### src/rtl/pattern_player.sv
// Stored-pattern test player: applies each stored stimulus vector, waits SETTLE cycles,
// then compares the DUT response against the masked expectation and tallies failures.
module pattern_player #(
   parameter int NINPUTS  = 5,
   parameter int NOUTPUTS = 2,
   parameter int DEPTH    = 16,
   parameter int SETTLE   = 4,
   localparam int IW = (DEPTH > 1) ? $clog2(DEPTH) : 1,
   localparam int CW = $clog2(DEPTH + 1),
   localparam int SW = (SETTLE > 1) ? $clog2(SETTLE) : 1
) (
   input  logic                clk,
   input  logic                rst,
   input  logic                clr,
   input  logic                load_valid,
   output logic                load_ready,
   input  logic [NINPUTS-1:0]  load_pi,
   input  logic [NOUTPUTS-1:0] load_xpct,
   input  logic [NOUTPUTS-1:0] load_mask,
   input  logic                start,
   output logic [NINPUTS-1:0]  pi,
   input  logic [NOUTPUTS-1:0] po,
   output logic                busy,
   output logic                done,
   output logic                pat_fail,
   output logic [IW-1:0]       pat_idx,
   output logic [CW-1:0]       fail_count,
   output logic                first_fail_valid,
   output logic [IW-1:0]       first_fail_idx,
   output logic [CW-1:0]       pat_count
);

   typedef enum logic [1:0] {
      S_IDLE    = 2'd0,
      S_SETTLE  = 2'd1,
      S_MEASURE = 2'd2,
      S_DONE    = 2'd3
   } state_t;

   localparam logic [CW-1:0] DEPTH_C      = CW'(DEPTH);
   localparam logic [SW-1:0] SETTLE_LAST  = SW'(SETTLE - 1);

   state_t               state_q, state_d;
   logic [NINPUTS-1:0]   pi_q, pi_d;
   logic [IW-1:0]        idx_q, idx_d;
   logic [SW-1:0]        cnt_q, cnt_d;
   logic [CW-1:0]        pat_count_q, pat_count_d;
   logic [CW-1:0]        fail_count_q, fail_count_d;
   logic                 ffv_q, ffv_d;
   logic [IW-1:0]        ffi_q, ffi_d;
   logic                 pat_fail_q, pat_fail_d;
   logic                 idle_like;
   logic                 wr_en;
   logic                 miss;

   logic [NINPUTS-1:0]   mem_pi_q   [DEPTH];
   logic [NOUTPUTS-1:0]  mem_xpct_q [DEPTH];
   logic [NOUTPUTS-1:0]  mem_mask_q [DEPTH];

   always_comb begin
      state_d      = state_q;
      pi_d         = pi_q;
      idx_d        = idx_q;
      cnt_d        = cnt_q;
      pat_count_d  = pat_count_q;
      fail_count_d = fail_count_q;
      ffv_d        = ffv_q;
      ffi_d        = ffi_q;
      pat_fail_d   = 1'b0;
      idle_like    = (state_q == S_IDLE) || (state_q == S_DONE);
      // rst gating keeps load_ready low while reset is held
      load_ready   = idle_like && (pat_count_q < DEPTH_C) && !start && !clr && !rst;
      wr_en        = load_valid && load_ready;
      miss         = |((po ^ mem_xpct_q[idx_q]) & mem_mask_q[idx_q]);

      if (wr_en) pat_count_d = pat_count_q + CW'(1);

      case (state_q)
         S_IDLE, S_DONE: begin
            if (clr) begin
               state_d      = S_IDLE;
               pat_count_d  = '0;
               pi_d         = '0;
               idx_d        = '0;
               fail_count_d = '0;
               ffv_d        = 1'b0;
               ffi_d        = '0;
            end else if (start) begin
               fail_count_d = '0;
               ffv_d        = 1'b0;
               ffi_d        = '0;
               if (pat_count_q != '0) begin
                  state_d = S_SETTLE;
                  idx_d   = '0;
                  cnt_d   = '0;
                  pi_d    = mem_pi_q[0];
               end else begin
                  state_d = S_DONE;
               end
            end
         end
         S_SETTLE: begin
            if (cnt_q == SETTLE_LAST) state_d = S_MEASURE;
            else                      cnt_d   = cnt_q + SW'(1);
         end
         S_MEASURE: begin
            if (miss) begin
               pat_fail_d   = 1'b1;
               fail_count_d = fail_count_q + CW'(1);
               if (!ffv_q) begin
                  ffv_d = 1'b1;
                  ffi_d = idx_q;
               end
            end
            if (CW'(idx_q) == pat_count_q - CW'(1)) begin
               state_d = S_DONE;
            end else begin
               state_d = S_SETTLE;
               idx_d   = idx_q + IW'(1);
               cnt_d   = '0;
               pi_d    = mem_pi_q[idx_q + IW'(1)];
            end
         end
         default: state_d = S_IDLE;
      endcase
   end

   always_ff @(posedge clk) begin
      if (rst) begin
         state_q      <= S_IDLE;
         pi_q         <= '0;
         idx_q        <= '0;
         cnt_q        <= '0;
         pat_count_q  <= '0;
         fail_count_q <= '0;
         ffv_q        <= 1'b0;
         ffi_q        <= '0;
         pat_fail_q   <= 1'b0;
      end else begin
         state_q      <= state_d;
         pi_q         <= pi_d;
         idx_q        <= idx_d;
         cnt_q        <= cnt_d;
         pat_count_q  <= pat_count_d;
         fail_count_q <= fail_count_d;
         ffv_q        <= ffv_d;
         ffi_q        <= ffi_d;
         pat_fail_q   <= pat_fail_d;
      end
   end

   // Pattern store needs no reset: entries beyond pat_count are never read.
   always_ff @(posedge clk) begin
      if (wr_en) begin
         mem_pi_q[pat_count_q[IW-1:0]]   <= load_pi;
         mem_xpct_q[pat_count_q[IW-1:0]] <= load_xpct;
         mem_mask_q[pat_count_q[IW-1:0]] <= load_mask;
      end
   end

   assign pi               = pi_q;
   assign busy             = (state_q == S_SETTLE) || (state_q == S_MEASURE);
   assign done             = (state_q == S_DONE);
   assign pat_fail         = pat_fail_q;
   assign pat_idx          = idx_q;
   assign fail_count       = fail_count_q;
   assign first_fail_valid = ffv_q;
   assign first_fail_idx   = ffi_q;
   assign pat_count        = pat_count_q;

endmodule

### config.mk
export PLATFORM = sky130hd
export DESIGN_NAME = pattern_player
export DESIGN_NICKNAME = d
export VERILOG_FILES = /design/src/rtl/pattern_player.sv
export SDC_FILE = /design/constraint.sdc
export NUM_CORES = 1
export LEC_CHECK = 0
export ABC_AREA = 1
export BUFFER_PORTS_ARGS = -buffer_cell sky130_fd_sc_hd__buf_2
export CAP_MARGIN = 10
export CORE_ASPECT_RATIO = 1.75
export CORE_MARGIN = 10
export CORE_UTILIZATION = 35
export CTS_BUF_LIST = sky130_fd_sc_hd__clkbuf_8
export DETAILED_ROUTE_END_ITERATION = 6
export MAX_ROUTING_LAYER = met4
export PLACE_DENSITY = 0.61
export SETUP_SLACK_MARGIN = 0.5
export SYNTH_ARGS = -nofsm -noshare
export SYNTH_HDL_FRONTEND = slang
export SYNTH_SLANG_ARGS = --single-unit
### constraint.sdc
create_clock -name clk -period 3.1 [get_ports clk]
set_clock_uncertainty 0.2 [all_clocks]
set_input_delay 0.93 -clock clk [delete_from_list [all_inputs] [get_ports clk]]
set_output_delay 0.93 -clock clk [all_outputs]
set_load 0.05 [all_outputs]
==> impl_metrics.env <==
export IMPL_hold_depth=2
export IMPL_first_iter_violations=370
export IMPL_syn_nets=693
export IMPL_critical_path_arrival_ns=1.80
export IMPL_tritoncts="done"
export IMPL_synth_cells=666
export IMPL_power_per_cell_area_mw_per_mm2=728
export IMPL_status="finished, final reports clean"
export IMPL_ys_seq_area_share_pct=65.8
export IMPL_gp_congestion=0.898
export IMPL_yosysTopAreaCellShare_pct=57.1
export IMPL_r2r_start="pat_idx[1]$_SDFFE_PP0P_"
export IMPL_clk_pin_slew_ns=0.09
export IMPL_die_h_um=215
export IMPL_setup_viol=0
export IMPL_clock_path_buffers=2
export IMPL_wl_per_cell_um=19.7
export IMPL_final_antenna_net_count=0
export IMPL_fin_crit_ns=2.93
export IMPL_worst_pin_slew_ns=0.802
export IMPL_vias=5159
export IMPL_sequentialPowerShare_pct=43.8
export IMPL_fill_cells=2070
export IMPL_holdCritPathClass="flop to flop"
export IMPL_p_leak_nw=3.14
export IMPL_combinationalPowerShare_pct=33.2
export IMPL_antenna_found_initial=0
export IMPL_p_int_w=0.00387
export IMPL_synth_top_area_cell="edfxtp_1"
export IMPL_grt_max_degree=42
export IMPL_r2r_setup_slack_ns=0.72
export IMPL_cts_root_buf="clkbuf_8"
export IMPL_grt_pass1_wl_mm=30.0
export IMPL_die_x_um=131
export IMPL_multiInputGateArea_mm2=0.00239
export IMPL_hp_start="first_fail_idx[0]$_SDFFE_PP0P_"
export IMPL_grtUsageTotal_pct=14.5
export IMPL_synth_area_top_cells="edfxtp_1 57%, dfxtp_1 8.7%, nand2_1 5.5%"
export IMPL_rows=71
export IMPL_routed_wl_mm=20.0
export IMPL_critPathRequiredTime_ns=1.97
export IMPL_fin_total_pwr_w=0.00627
export IMPL_finalSetupTns_ns=0
export IMPL_crit_fanout=3
export IMPL_rsz0062_at_grt="true"
export IMPL_vdd_ir_drop_worst_uv=644
export IMPL_numCtsBuffers=17
export IMPL_min_to="first_fail_idx[0]$_SDFFE_PP0P_"
export IMPL_drv_cap=0
export IMPL_io_pins=44
export IMPL_fmaxAchievable_mhz=342
export IMPL_critPathKind="flop to output pin"
export IMPL_reg2regPathDepth=8
export IMPL_hold_viol_final=0
export IMPL_cts_sinks=177
export IMPL_swShare_pct=38.3
export IMPL_nets=737
export IMPL_hold_buffers=0
export IMPL_overflow=0
export IMPL_ys_types=39
export IMPL_synth_edf_count=144
export IMPL_ff_latch_area_mm2=0.00499
export IMPL_r2r_end="pi[4]$_SDFFE_PP0P_"
export IMPL_drc=0
export IMPL_grt_pass1_vias=5176
export IMPL_syn2layout_area_growth_pct=13.8
export IMPL_postSynthRegisterBits=177
export IMPL_start_util_pct=35.4
export IMPL_slew_headroom_pct=46.4
export IMPL_p_sw_w=0.00240
export IMPL_io_buffers=43
export IMPL_core_area_mm2=0.0214
export IMPL_clkPwrFrac_pct=23.0
export IMPL_end_kind="output pin"
export IMPL_final_max_slew_viol_count=0
export IMPL_synth_top_flop_cell="edfxtp_1"
export IMPL_clock_latency_ns=0.46
export IMPL_ys_warn_count=0
export IMPL_min_period_over_period_pct=94.4
export IMPL_drive_above_1_share_pct=18.5
export IMPL_dieArea_mm2=0.0282
export IMPL_startpoint_type="flop"
export IMPL_dr_pass1_iters=5
export IMPL_viasPerCell=5.08
export IMPL_antenna_cells=0
export IMPL_netlist_area_mm2=0.00758
export IMPL_avgSynthCellArea_um2=11.4
export IMPL_cts_htree_levels=4
export IMPL_dp_hpwl_mm=14.5
export IMPL_synthArstFlopShare_pct=0
power groups by stage:
stage          combinational, W  clock, W  sequential, W
2_1_floorplan           0.00137         0        0.00293
3_3_place_gp            0.00203         0        0.00280
3_5_place_dp            0.00203         0        0.00280
4_1_cts                 0.00208   0.00147        0.00275
5_1_grt                 0.00226   0.00157        0.00276
6_report                0.00208   0.00144        0.00275
through the flow:
stage	hold slack (ns)	cell area, um2	worst slack [ns]	std cells	utilization [%]
after floorplan	0.247	7740	0.208	666	-
after global placement	0.252	8210	0.149	980	38.4
after detailed placement	0.254	8210	0.145	980	38.4
after CTS	0.269	8620	0.142	1015	40.3
after global routing	0.284	8620	0.0798	1015	40.3
final	0.269	8620	0.173	1015	40.3
flip-flops by register name, indices dropped and copies added (netlist names), named ones only:
name              count
cnt_q                 2
pat_fail              1
pat_count             5
mem_mask_q           32
mem_pi_q             80
state_q               2
fail_count            5
pat_idx               4
pi                    5
first_fail_valid      1
mem_xpct_q           32
first_fail_idx        4
cells in the final DEF, fill, tap and decap left out, drive strengths merged, types with 8 or more instances in the layout:
cell / n
nand4: 9
nand3: 65
inv: 55
o211ai: 11
a211oi: 10
o21ai: 28
o221ai: 10
buf: 55
a21oi: 31
nor2: 77
nand2: 116
o32ai: 10
edfxtp: 144
dfxtp: 33
mux2i: 10
xor2: 8
ha: 11
clkbuf: 20
worst max-delay path: stages, from the launching register on:
cell     delay, ns
dfxtp_2       0.35
inv_2         0.05
ha_4          0.27
inv_2         0.05
nor2_4        0.08
inv_2         0.05
nor2_4        0.11
inv_2         0.05
nor3_4        0.15
buf_6         0.19
cell usage after synthesis (2+ instances only):
cell      number
edfxtp_1     144
nand2_1      111
nor2_1        73
nand3_1       60
inv_1         43
dfxtp_1       33
a21oi_1       31
o21ai_0       28
clkbuf_1      13
ha_1          11
a211oi_1      10
mux2i_1       10
o211ai_1      10
o221ai_1      10
o32ai_1       10
nand4_1        8
xor2_1         8
buf_2          7
inv_2          6
buf_4          5
buf_6          5
nand3_2        4
xnor2_1        4
nand2_2        3
nand2_4        2
nor2_2         2
nor2_4         2
nor3_1         2
logic make-up (layout without fill, tap and decap cells):
family / Yosys count / count (layout) / synth area share (%)
adder cells (fa/ha/maj): 11 / 11 / 1.82
buffers and inverters: 81 / 138 / 4.90
flip-flops: 177 / 177 / 65.8
multiplexers: 10 / 10 / 1.32
AND/OR/NAND/NOR: 272 / 272 / 16.1
AO/OA/AOI/OAI: 103 / 103 / 8.70
XOR/XNOR: 12 / 12 / 1.39
routing by layer:
metal | wire [um] | vias to the layer above | global-route usage (%)
met3 | 635 | 46 | 2.13
met1 | 7460 | 2521 | 14.2
met4 | 943 | 0 | 8.02
met2 | 10900 | 150 | 26.6
li1 | - | 2442 | -
met5 | 0 | - | -
how the worst max path moves through the flow:
stage / from / cells past startpoint / slack, ns / endpoint
finish: state_q[0]$_SDFFE_PP0P_ / 9 / 0.17 / load_ready
global route: state_q[0]$_SDFFE_PP0P_ / 9 / 0.08 / load_ready
CTS: state_q[0]$_SDFFE_PP0P_ / 9 / 0.14 / load_ready
detailed placement: start / 7 / 0.14 / load_ready
global placement: start / 7 / 0.15 / load_ready
floorplan: start / 9 / 0.21 / mem_mask_q[13][0]$_DFFE_PP_
timing repair:
action | in CTS | in global routing
endpoints found under the setup margin | 35 | 2
pin swaps | 3 | 0
resized for setup | 6 | 1
endpoints found under the hold margin | 0 | 0
setup buffers | 3 | 0
area by class of cell:
class                      count  share of cell area [%]
inverter                      50                    2.23
timing repair buffer          56                    3.76
clock inverter                13                    1.20
multi-input combinational    408                    27.7
clock buffer                  19                    3.03
tap                          292                    4.24
sequential                   177                    57.8
Note: power is estimated with default switching activity, not from simulation.
